**src/rtl/mul_ctrl_pkg.sv**
```systemverilog
// Shared constants and types for the multiplier command sequencer.
package mul_ctrl_pkg;

  localparam int unsigned OPND_W = 16;
  localparam int unsigned PROD_W = 32;

  localparam logic [3:0] OP_MUL_U = 4'h2;
  localparam logic [3:0] OP_MUL_S = 4'h3;
  localparam logic [3:0] DT_MUL   = 4'h2;

  localparam int unsigned TIMEOUT_DEFAULT = 32;

  typedef enum logic [1:0] {
    IDLE  = 2'd0,
    ISSUE = 2'd1,
    WAIT  = 2'd2,
    RESP  = 2'd3
  } state_t;

  function automatic logic op_is_legal(input logic [3:0] op);
    return (op == OP_MUL_U) || (op == OP_MUL_S);
  endfunction

endpackage

```
**src/rtl/mul_sign_adj.sv**
```systemverilog
// Sign-magnitude helpers: operand magnitudes, result sign, and conditional
// two's-complement negation of the unsigned engine product.
module mul_sign_adj
  import mul_ctrl_pkg::*;
(
  input  logic [OPND_W-1:0] a,
  input  logic [OPND_W-1:0] b,
  input  logic              neg_in,
  input  logic [PROD_W-1:0] product,
  output logic [OPND_W-1:0] abs_a,
  output logic [OPND_W-1:0] abs_b,
  output logic              neg,
  output logic [PROD_W-1:0] product_adj
);

  // 0x8000 maps onto itself, which is the correct unsigned magnitude of -32768.
  always_comb begin
    abs_a       = a;
    abs_b       = b;
    neg         = a[OPND_W-1] ^ b[OPND_W-1];
    product_adj = product;
    if (a[OPND_W-1]) begin
      abs_a = ~a + 16'h0001;
    end else begin
      abs_a = a;
    end
    if (b[OPND_W-1]) begin
      abs_b = ~b + 16'h0001;
    end else begin
      abs_b = b;
    end
    if (neg_in && (product != 32'h0000_0000)) begin
      product_adj = ~product + 32'h0000_0001;
    end else begin
      product_adj = product;
    end
  end

endmodule

```
**src/rtl/mul_ctrl.sv**
```systemverilog
// Command sequencer for the 16-bit shift-add multiplier engine.
// Define MUL_CTRL_TIMEOUT_EN to build the WAIT-state engine timeout.
module mul_ctrl
  import mul_ctrl_pkg::*;
#(
  parameter int unsigned TIMEOUT = TIMEOUT_DEFAULT
) (
  input  logic        clk,
  input  logic        n_rst,
  input  logic        cmd_valid,
  output logic        cmd_ready,
  input  logic [3:0]  cmd_op,
  input  logic [15:0] cmd_a,
  input  logic [15:0] cmd_b,
  output logic [15:0] mul_M,
  output logic [15:0] mul_Q,
  output logic        mul_start,
  output logic [3:0]  mul_dtype,
  input  logic        mul_done,
  input  logic [31:0] mul_result,
  output logic        rsp_valid,
  input  logic        rsp_ready,
  output logic [31:0] rsp_data,
  output logic        rsp_err,
  output logic        busy
);

  state_t      state_q, state_d;
  logic [15:0] mul_m_q, mul_m_d;
  logic [15:0] mul_q_q, mul_q_d;
  logic        mul_start_q, mul_start_d;
  logic [3:0]  mul_dtype_q, mul_dtype_d;
  logic        neg_q, neg_d;
  logic        rsp_valid_q, rsp_valid_d;
  logic [31:0] rsp_data_q, rsp_data_d;
  logic        rsp_err_q, rsp_err_d;
  logic        cmd_ready_q, cmd_ready_d;
  logic        busy_q, busy_d;

  logic [15:0] abs_a_s, abs_b_s;
  logic        neg_s;
  logic [31:0] prod_adj_s;
  logic        is_signed_s;

`ifdef MUL_CTRL_TIMEOUT_EN
  localparam int unsigned CNT_W = $clog2(TIMEOUT + 1);
  logic [CNT_W-1:0] cnt_q, cnt_d;
`else
  logic [31:0] unused_timeout_s;
  assign unused_timeout_s = 32'(TIMEOUT);
`endif

  assign is_signed_s = (cmd_op == OP_MUL_S);

  mul_sign_adj u_sign_adj (
    .a           (cmd_a),
    .b           (cmd_b),
    .neg_in      (neg_q),
    .product     (mul_result),
    .abs_a       (abs_a_s),
    .abs_b       (abs_b_s),
    .neg         (neg_s),
    .product_adj (prod_adj_s)
  );

  always_comb begin
    state_d     = state_q;
    mul_m_d     = mul_m_q;
    mul_q_d     = mul_q_q;
    mul_start_d = 1'b0;
    mul_dtype_d = 4'h0;
    neg_d       = neg_q;
    rsp_valid_d = rsp_valid_q;
    rsp_data_d  = rsp_data_q;
    rsp_err_d   = rsp_err_q;
`ifdef MUL_CTRL_TIMEOUT_EN
    cnt_d       = cnt_q;
`endif
    case (state_q)
      IDLE: begin
        if (cmd_valid) begin
          if (op_is_legal(cmd_op)) begin
            state_d     = ISSUE;
            mul_m_d     = is_signed_s ? abs_a_s : cmd_a;
            mul_q_d     = is_signed_s ? abs_b_s : cmd_b;
            neg_d       = is_signed_s & neg_s;
            mul_start_d = 1'b1;
            mul_dtype_d = DT_MUL;
          end else begin
            state_d     = RESP;
            rsp_valid_d = 1'b1;
            rsp_err_d   = 1'b1;
            rsp_data_d  = 32'h0000_0000;
          end
        end else begin
          state_d = IDLE;
        end
      end
      ISSUE: begin
        state_d = WAIT;
`ifdef MUL_CTRL_TIMEOUT_EN
        cnt_d   = '0;
`endif
      end
      WAIT: begin
        if (mul_done) begin
          state_d     = RESP;
          rsp_valid_d = 1'b1;
          rsp_err_d   = 1'b0;
          rsp_data_d  = prod_adj_s;
        end
`ifdef MUL_CTRL_TIMEOUT_EN
        else if (cnt_q == CNT_W'(TIMEOUT)) begin
          state_d     = RESP;
          rsp_valid_d = 1'b1;
          rsp_err_d   = 1'b1;
          rsp_data_d  = 32'h0000_0000;
        end else begin
          cnt_d = cnt_q + CNT_W'(1);
        end
`else
        else begin
          state_d = WAIT;
        end
`endif
      end
      RESP: begin
        if (rsp_ready) begin
          state_d     = IDLE;
          rsp_valid_d = 1'b0;
          rsp_err_d   = 1'b0;
          rsp_data_d  = 32'h0000_0000;
        end else begin
          state_d = RESP;
        end
      end
      default: begin
        state_d = IDLE;
      end
    endcase
    // Handshake flags follow the next state so they are registered yet aligned with it.
    cmd_ready_d = (state_d == IDLE);
    busy_d      = (state_d != IDLE);
  end

  always_ff @(posedge clk or negedge n_rst) begin
    if (!n_rst) begin
      state_q     <= IDLE;
      mul_m_q     <= 16'h0000;
      mul_q_q     <= 16'h0000;
      mul_start_q <= 1'b0;
      mul_dtype_q <= 4'h0;
      neg_q       <= 1'b0;
      rsp_valid_q <= 1'b0;
      rsp_data_q  <= 32'h0000_0000;
      rsp_err_q   <= 1'b0;
      cmd_ready_q <= 1'b1;
      busy_q      <= 1'b0;
    end else begin
      state_q     <= state_d;
      mul_m_q     <= mul_m_d;
      mul_q_q     <= mul_q_d;
      mul_start_q <= mul_start_d;
      mul_dtype_q <= mul_dtype_d;
      neg_q       <= neg_d;
      rsp_valid_q <= rsp_valid_d;
      rsp_data_q  <= rsp_data_d;
      rsp_err_q   <= rsp_err_d;
      cmd_ready_q <= cmd_ready_d;
      busy_q      <= busy_d;
    end
  end

`ifdef MUL_CTRL_TIMEOUT_EN
  always_ff @(posedge clk or negedge n_rst) begin
    if (!n_rst) begin
      cnt_q <= '0;
    end else begin
      cnt_q <= cnt_d;
    end
  end
`endif

  assign cmd_ready = cmd_ready_q;
  assign mul_M     = mul_m_q;
  assign mul_Q     = mul_q_q;
  assign mul_start = mul_start_q;
  assign mul_dtype = mul_dtype_q;
  assign rsp_valid = rsp_valid_q;
  assign rsp_data  = rsp_data_q;
  assign rsp_err   = rsp_err_q;
  assign busy      = busy_q;

endmodule

```
**config.mk**
```make
export PLATFORM = sky130hd
export DESIGN_NAME = mul_ctrl
export DESIGN_NICKNAME = d
export VERILOG_FILES = /design/src/rtl/mul_ctrl_pkg.sv /design/src/rtl/mul_sign_adj.sv /design/src/rtl/mul_ctrl.sv
export SDC_FILE = /design/constraint.sdc
export NUM_CORES = 1
export LEC_CHECK = 0
export BUFFER_PORTS_ARGS = -buffer_cell sky130_fd_sc_hd__buf_2
export CORE_UTILIZATION = 50
export DETAILED_ROUTE_END_ITERATION = 8
export MAX_ROUTING_LAYER = met4
export PLACE_DENSITY = 0.79
export RECOVER_POWER = 100
export SYNTH_ARGS = -nofsm -noshare
export SYNTH_HDL_FRONTEND = slang
export SYNTH_SLANG_ARGS = --single-unit
```
**constraint.sdc**
```tcl
create_clock -name clk -period 3.52 [get_ports clk]
set_input_delay 0.352 -clock clk [delete_from_list [all_inputs] [get_ports clk]]
set_output_delay 0.352 -clock clk [all_outputs]
set_load 0.01 [all_outputs]
```
## Word-level counts from Yosys, hierarchy flattened

Index checks and enable logic that the tools add are counted.

- Bits in registers: 76
- Bits of input ports: 73
- Output and inout bits: 73
- Logic and storage cells: 65

- Add/sub/neg operators: 3
- Equal/unequal tests: 9
- Muxes and demuxes: 28
- Bitwise operators: 5
- Reduce and logical (&&, ||, !) cells: 9

Operators with widths:

| cell | count |
|---|---|
| 32-bit 2-to-1 mux | 5 |
| 32-bit one-hot mux with 3 select lines | 1 |
| 16-bit 2-to-1 mux | 4 |
| 16-bit by 1-bit adder with 16-bit output, second input constant | 2 |
| 32-bit by 1-bit adder with 32-bit output, second input constant | 1 |
| 16-bit inverter | 2 |
| 32-bit inverter | 1 |
| 32-bit nonzero test | 1 |
| 2-bit 2-to-1 mux | 6 |
| 1-bit 2-to-1 mux | 9 |
| 4-bit by 2-bit == test with 1-bit output, second input constant | 2 |
| 2-bit inequality test, second input constant | 4 |
| 2-bit one-hot mux with 4 select lines | 1 |
| 1-bit one-hot mux with 3 select lines | 2 |
| 5-bit AND reduction | 1 |
| 2-bit == test, second input constant | 2 |
| 2-bit logical NOT | 2 |
| 3-bit AND reduction | 1 |
| 3-bit nonzero test | 1 |
| 2-bit by 1-bit == test with 1-bit output, second input constant | 1 |
| 2-bit nonzero test | 1 |
| 1-bit bitwise AND | 1 |
| 1-bit logical AND | 1 |
| 1-bit logical OR | 1 |
| 1-bit bitwise XOR | 1 |

## Depth between registers and ports, before layout

Gate-level depths: netlist of run 1.

- Word-level depth: 6
- Mapped depth: 8

## Modules after synthesis

From an unflattened synthesis of run 1, not the netlist that was laid out.

- Cell total of the unflattened synthesis: 491
- Area, all modules: 4603.2 um^2

By module, submodules not included:

| module | instances | cells an instance | area each (um^2) |
|---|---|---|---|
| mul_ctrl | 1 | 296 | 3244.4 |
| mul_sign_adj | 1 | 195 | 1358.8 |

## Worst setup path after synthesis of run 1

No wires, ideal clock.

- Path kind: in2reg
- Start: input mul_result[19]
- End: register rsp_data_q[31], in the netlist rsp_data[31]
- Setup time: 0.132 ns
- Data arrival time: 2.339 ns
- Path slack: 1.048 ns
- Stages: 7
- Cells stage by stage: or4_1 > or4_4 > buf_6 > or4_4 > buf_6 > o31ai_1 > o41ai_1

- Word-level cells in the longest chain between the ends: 5
- Elaborated cells between the ends (all ways): 7

Ends and longest elaborated chain:

| element | RTL line | source |
|---|---|---|
| from (decl) | mul_ctrl.sv:20 | `input logic [31:0] mul_result,` |
| 32-bit inverter or 32-bit nonzero test (tied branches) | mul_sign_adj.sv:33, mul_sign_adj.sv:32 |  |
| 32-bit by 1-bit adder with 32-bit output or 1-bit logical AND (tied branches) | mul_sign_adj.sv:33, mul_sign_adj.sv:32 |  |
| 32-bit 2-to-1 mux * | mul_sign_adj.sv:32 | `if (neg_in && (product != 32'h0000_0000)) begin` |
| 32-bit 2-to-1 mux * | mul_ctrl.sv:106 | `if (mul_done) begin` |
| 32-bit one-hot mux with 3 select lines * | mul_ctrl.sv:79 | `case (state_q)` |
| to (signal assigned) | mul_ctrl.sv:167 | `rsp_data_q <= rsp_data_d;` |
| to (decl) | mul_ctrl.sv:35 | `logic [31:0] rsp_data_q, rsp_data_d;` |

Every way passes the cells marked *; elsewhere a longest branch is shown, timed or not. The select of a mux whose other input is x is not followed.
A chain may end at the register's enable or synchronous reset.

## Worst setup path after layout of run 1

- Start: register neg_q
- End: register rsp_data_q[23], in the netlist rsp_data[23]

- Word-level cells in the longest chain between the ends: 4

Ends and longest elaborated chain:

| element | RTL line | source |
|---|---|---|
| from (decl) | mul_ctrl.sv:33 | `logic neg_q, neg_d;` |
| from (signal assigned) | mul_ctrl.sv:165 | `neg_q <= neg_d;` |
| 1-bit logical AND | mul_sign_adj.sv:32 |  |
| 32-bit 2-to-1 mux | mul_sign_adj.sv:32 |  |
| 32-bit 2-to-1 mux | mul_ctrl.sv:106 |  |
| 32-bit one-hot mux with 3 select lines | mul_ctrl.sv:79 |  |

No other way between the ends. The select of a mux whose other input is x is not followed.

==> flow_metrics.py, run 1 <==
metrics = {
    "clock_tree": {
        "cts_root_buf": "clkbuf_8",
        "numCtsBuffers": 9,
        "cts_setup_buffers": 0,
        "cts_max_level": 3,
        "tritoncts": "done",
        "clk-insertion-delay-late_ns": 0.34,
        "cts_sinks": 72,
        "hold_buffers": 0,
        "ctsResizeCount": 0,
        "clkTransAtPathRegs_ns": 0.08,
        "clock_path_buffers": 2,
    },
    "sta": {
        "worst_pin_slew_ns": 1.785,
        "maxSlewViolCount": 141,
        "rsz0062_at_grt": "false",
        "maxSlewHeadroom_pct": -18.97,
        "setup-tns-final_ns": 0,
        "fin_crit_sh_pct": 76.31,
        "clock-skew-final_ns": 0.008972,
        "finalSetupViolCount": 0,
        "finalCriticalPeriod_ns": 2.686,
        "fmax_ghz": 0.3723,
        "fin_ws_ns": 0.8340,
        "finalHoldViolCount": 0,
    },
    "final_layout": {
        "final_core_util_pct": 62.94,
        "multi_input_area_um2": 2148,
        "fillers": 727,
        "drive_gt1_share_pct": 15.95,
        "antenna_cells": 0,
        "final_cell_area_um2": 4965,
        "syn_to_final_growth_pct": 19.48,
        "nNetsFinal": 679,
        "fin_cells": 710,
        "seq_area_um2": 1803,
    },
    "worst_hold_path": {
        "min_path_type": "in -> reg",
        "hold_depth": 2,
    },
    "grt": {
        "gr-usage-all-layers_pct": 26.72,
        "grt_antenna_before_repair": 0,
        "grt_pass1_wl_um": 17750,
        "grt_max_degree": 73,
        "grt_pass1_vias": 3874,
        "grt.overflow.total": 0,
    },
    "floorplanning": {
        "die-area_um2": 8679,
        "rows": 32,
        "ios": 146,
        "initial_utilization_pct": 52.68,
        "coreArea_um2": 7888,
        "die_w_um": 93.16,
        "fp.dieH_um": 93.16,
    },
    "worst_setup_path": {
        "cp_max_fo": 27,
        "cp-end-kind": "flip-flop",
        "cp-start-kind": "flip-flop",
        "crit_arrival_ns": 2.95,
        "worst_r2r_path_depth": 4,
        "worst-setup-path-type": "reg -> reg",
        "required_ns": 3.79,
    },
    "place": {
        "pre_cts_ws_ns": 0.8101,
        "postPlaceCellArea_um2": 4891,
        "post-dp-hpwl_um": 7914,
        "dpl.cell_count": 694,
        "io_buffers": 142,
        "finalWeightedCongestion": 0.8672,
    },
    "synthesis": {
        "ys_ff_latch": 72,
        "ys_seq_area_share_pct": 43.39,
        "synth_async_sr_flop_share_pct": 100.0,
        "synth-edff-count": 0,
        "yosysWarnings": 0,
        "synthCells": 474,
        "postSynthAreaPerCell_um2": 8.766,
        "synth.top_cell.area_share_pct": 42.76,
        "synth.cell_area_um2": 4155,
        "synth_area_leader_cell": "dfrtp_1",
        "synth_cell_type_count": 51,
        "yosys-top-cells-area": "dfrtp_1 (43%), o21ai_0 (7.6%), nand2_1 (6.3%), xor2_1 (5.9%), xnor2_1 (3.0%)",
        "synth_ff_type": "dfrtp_1",
    },
    "detailed_routing": {
        "first_iter_violations": 229,
        "wl_per_cell_um": 15.41,
        "detail-route-antenna-nets": 0,
        "vias": 4038,
        "vias_per_cell": 5.687,
        "drc_errors": 0,
        "dr.pass1.iters": 5,
        "wl_um": 10940,
    },
    "power": {
        "p_leak_nw": 2.105,
        "peakVddDrop_mv": 0.3811,
        "pwr_density_cell_nw_per_um2": 604.4,
    },
    "outcome": {
        "status": "finished with violations",
        "violations": "capacitance limit, slew limit",
    },
    "job": {
        "max-cap-violations": 2,
    },
}
==> cells by family (layout without fill, tap and decap cells) <==
logic type | count (synthesis) | in the layout | synth area share, %
buf+inv | 43 | 175 | 4.637
other cells | 1 | 3 | 0.09025
xor+xnor | 42 | 42 | 8.853
simple gates | 187 | 187 | 22.98
mux | 2 | 2 | 0.5119
compound gates | 124 | 124 | 18.64
flops | 72 | 72 | 43.39
fa+ha+maj | 3 | 3 | 0.9034
==> synth_stat cells (2+ instances only) <==
master,instances
nor2_1,23
or3b_1,4
or3_1,11
inv_1,12
nand4_1,5
or4_1,10
nor3_1,17
or2_2,3
o32ai_1,2
nand3_1,18
xor2_1,28
buf_6,2
nand4b_1,2
a21oi_1,13
o31ai_1,10
a21o_1,4
xnor2_1,14
or4b_2,2
nor4_1,7
o211ai_2,3
nor2b_1,2
nand2_1,70
o21ai_0,63
clkbuf_1,23
or4_4,3
a31oi_1,3
and2_1,2
o41ai_1,8
dfrtp_1,71
a32oi_1,8
ha_1,3
buf_4,4
a211oi_1,6
==> cells in the final DEF, fill, tap and decap left out, drive strengths merged, types with 2 or more instances in the layout <==
master  count
o21ai      63
nand4b      2
o211ai      4
o41ai       8
xor2       28
a21oi      13
dfrtp      71
ha          3
nor4        7
nand4       5
nor3       17
or3b        5
clkbuf     86
xnor2      14
or4        13
o32ai       2
clkinv      2
buf        73
or3        11
conb        3
and2        3
or2         4
inv        12
nand3      18
nand2      70
nor2       23
a21o        4
a31oi       3
or4b        2
a211oi      6
o31ai      10
nor2b       2
a32oi       8
==> flip-flops by register name, indices dropped and copies added, names as in the netlist <==
signal,flops
state_q,2
mul_Q,16
busy,1
cmd_ready,1
mul_dtype,1
mul_M,16
rsp_valid,1
rsp_err,1
rsp_data,32
neg_q,1
==> layer usage <==
layer / global-route usage (%) / routed length [µm] / vias up
li1: - / - / 1961
met1: 32.70 / 4710 / 1873
met3: 5.366 / 846 / 15
met5: - / 0 / -
met4: 8.846 / 137 / 0
met2: 44.42 / 5243 / 189
==> metrics by stage <==
step,total power [W],hold WS (ns)
floorplan,0.001923,0.05641
global placement,0.002401,0.4562
detailed placement,0.002452,0.4648
CTS,0.003111,0.2253
global route,0.003226,0.2345
finish,0.003001,0.2402
==> power by group <==
group / switching (W) / internal [W]
logic: 0.000675 / 0.000363
registers: 0.000180 / 0.00113
clock network: 0.000302 / 0.000347
total: 0.00116 / 0.00184
==> final cells by class <==
type | count | area share, %
Multi-Input combinational cell | 361 | 43.27
Sequential cell | 72 | 36.32
Timing Repair Buffer | 146 | 13.00
Clock buffer | 13 | 2.999
Tap cell | 102 | 2.571
Inverter | 13 | 0.9829
Clock inverter | 3 | 0.8569
==> critical path, cell delays in order (launching register included) <==
cell and delay, ns:
dfrtp_1 0.79, clkinv_1 0.80, or3_1 0.57, or3b_1 0.37
nand3_1 0.08
==> worst paths after layout <==
check | slack (ns) | end | from
min in group asynchronous | 0.56 | rsp_data[8] | n_rst
max in group asynchronous | 1.89 | mul_M[1] | n_rst
min | 0.24 | rsp_data[31] | mul_result[31]
max | 0.83 | rsp_data[23] | neg_q
max reg2reg | 0.83 | rsp_data[23] | neg_q
min reg2reg | 0.48 | mul_M[13] | mul_M[13]
No activity file was read; power rests on OpenSTA's default activity.
==> run 2, diff against run 1 <==
Clock period 3.52 ns to 2.5 ns, I/O delays scaled along.
==> run 2 against run 1 <==
The flow now finishes without violations. Die area stayed put. Flip-flop and latch count unchanged. Utilization grew 1.9 points. Clock-buffer cell count unchanged. Sequential share of layout area is 1.1 points lower. Non-clock buffer count increased by 16. Critical endpoint is now rsp_data[17]. Largest cell class unchanged. Highest routed layer unchanged.
==> flow_metrics.py, run 2 (synthesis results as in run 1) <==
metrics = {
    "outcome": {
        "status": "finished clean",
    },
    "grt": {
        "grt.overflow.total": 0,
        "grt_pass1_wl_um": 18210,
        "grt_max_degree": 68,
        "gr-usage-all-layers_pct": 27.27,
        "grt_pass1_vias": 3915,
        "grt_antenna_before_repair": 0,
    },
    "final_layout": {
        "drive_gt1_share_pct": 18.11,
        "fillers": 712,
        "nNetsFinal": 695,
        "syn_to_final_growth_pct": 23.07,
        "fin_cells": 726,
        "final_common_cell": "clkbuf_1",
        "layout_common_cells": "clkbuf_1 (74), dfrtp_1 (71), buf_2 (71)",
        "largest_reg_flops": 32,
        "final_core_util_pct": 64.83,
        "antenna_cells": 0,
    },
    "worst_setup_path": {
        "worst-path-buf-inv": 1,
        "cp_top_family": "simple AND/OR/NAND/NOR gates",
        "worst_r2r_path_depth": 6,
        "slowest_delay_ns": 0.79,
        "path_cells": "buf_2, or4_1, or4_1, or4_1, o211ai_1, nand3_1",
        "required_ns": 2.72,
        "path_common_cell": "or4_1",
        "worst-path-stages": 6,
        "cp-end-kind": "flip-flop",
        "cp_max_fo": 14,
        "crit_arrival_ns": 2.57,
        "cp_slowest_cell": "or4_1",
        "cp-start-kind": "input port",
        "worst-setup-path-type": "in -> reg",
    },
    "sta": {
        "maxSlewViolCount": 0,
        "holdWs_ns": 0.1416,
        "maxSlewHeadroom_pct": 18.92,
        "clock-skew-final_ns": 0.01293,
        "worst_pin_slew_ns": 1.216,
        "finalHoldViolCount": 0,
        "finalCriticalPeriod_ns": 2.353,
        "finalSetupViolCount": 0,
        "fmax_ghz": 0.4250,
        "rsz0062_at_grt": "false",
        "setup-tns-final_ns": 0,
        "fin_ws_ns": 0.1469,
        "fin_crit_sh_pct": 94.12,
    },
    "floorplanning": {
        "fp.dieH_um": 93.16,
        "ios": 146,
        "die_w_um": 93.16,
        "rows": 32,
        "die-area_um2": 8679,
        "initial_utilization_pct": 52.68,
        "coreArea_um2": 7888,
    },
    "detailed_routing": {
        "dr_wl_met3_um": 861,
        "wl_per_cell_um": 15.48,
        "dr.pass1.iters": 5,
        "wl_um": 11240,
        "route.layer.met1.wl_um": 4796,
        "vias": 4155,
        "detail-route-antenna-nets": 0,
        "vias_per_cell": 5.723,
        "dr_wl_met2_um": 5382,
        "drc_errors": 0,
        "first_iter_violations": 329,
        "highest_layer": "met4",
    },
    "place": {
        "post-dp-hpwl_um": 8242,
        "pre_cts_ws_ns": -0.03584,
        "io_buffers": 142,
        "dpl.cell_count": 709,
        "finalWeightedCongestion": 0.8659,
    },
    "clock_tree": {
        "cts_setup_buffers": 0,
        "tritoncts": "done",
        "cts_sinks": 72,
        "clkTransAtPathRegs_ns": 0.08,
        "cts_root_buf": "clkbuf_8",
        "cts_max_level": 3,
        "ctsResizeCount": 0,
        "clock_path_buffers": 2,
        "clk-insertion-delay-late_ns": 0.35,
        "numCtsBuffers": 9,
    },
    "power": {
        "swShare_pct": 37.63,
        "p_leak_nw": 2.197,
        "power_frac_seq_pct": 41.9,
        "pwr_density_cell_nw_per_um2": 861.9,
        "comb_power_share_pct": 34.3,
        "p_sw_w": 0.001659,
        "intPower_w": 0.002749,
        "peakVddDrop_mv": 0.4382,
        "p_clk_share_pct": 23.8,
    },
    "job": {
        "max-cap-violations": 0,
    },
    "worst_hold_path": {
        "min_path_type": "in -> reg",
        "hold_depth": 2,
    },
}
run 2: path summary, 6_finish.rpt:
kind	from	end	slack (ns)
max	mul_result[23]	rsp_data[17]	0.15
min	mul_result[31]	rsp_data[31]	0.14
max reg2reg	state_q[0]	rsp_data[16]	0.29
min reg2reg	mul_M[13]	mul_M[13]	0.48
max in group asynchronous	n_rst	mul_Q[2]	0.82
min in group asynchronous	n_rst	rsp_data[8]	0.39
run 2: area by class of cell:
class | instances | area (µm²) | area share (%)
Timing Repair Buffer | 162 | 765.7 | 14.97
Sequential cell | 72 | 1803 | 35.26
Tap cell | 102 | 127.6 | 2.496
Clock inverter | 3 | 65.06 | 1.272
Clock buffer | 13 | 158.9 | 3.107
Multi-Input combinational cell | 361 | 2145 | 41.94
Inverter | 13 | 48.80 | 0.9542
run 2: repair_timing:
item                                   CTS  global route
hold buffers                             1             0
endpoints found under the hold margin    8             0
setup endpoints to repair                0             0
run 2: metrics by stage:
step | total power (W) | area [µm²]
final | 0.004408 | 5114
after global routing | 0.004693 | 5114
after CTS | 0.004527 | 5250
after detailed placement | 0.003476 | 5016
after global placement | 0.003400 | 5016
after floorplan | 0.002707 | 4163
run 2: per-layer routing:
| metal | vias to the layer above | global-route usage [%] |
|---|---|---|
| li1 | 1997 | - |
| met1 | 1917 | 33.94 |
| met2 | 221 | 45.10 |
| met3 | 20 | 4.634 |
| met4 | 0 | 9.359 |
| met5 | - | - |
run 2: power groups by stage:
| stage | clock network, W | registers (W) | logic [W] |
|---|---|---|---|
| after global placement | 0 | 0.00183 | 0.00157 |
| after CTS | 0.00107 | 0.00183 | 0.00163 |
| after floorplan | 0 | 0.00202 | 0.000685 |
| final | 0.00105 | 0.00185 | 0.00151 |
| after detailed placement | 0 | 0.00185 | 0.00162 |
| after global routing | 0.00112 | 0.00189 | 0.00168 |
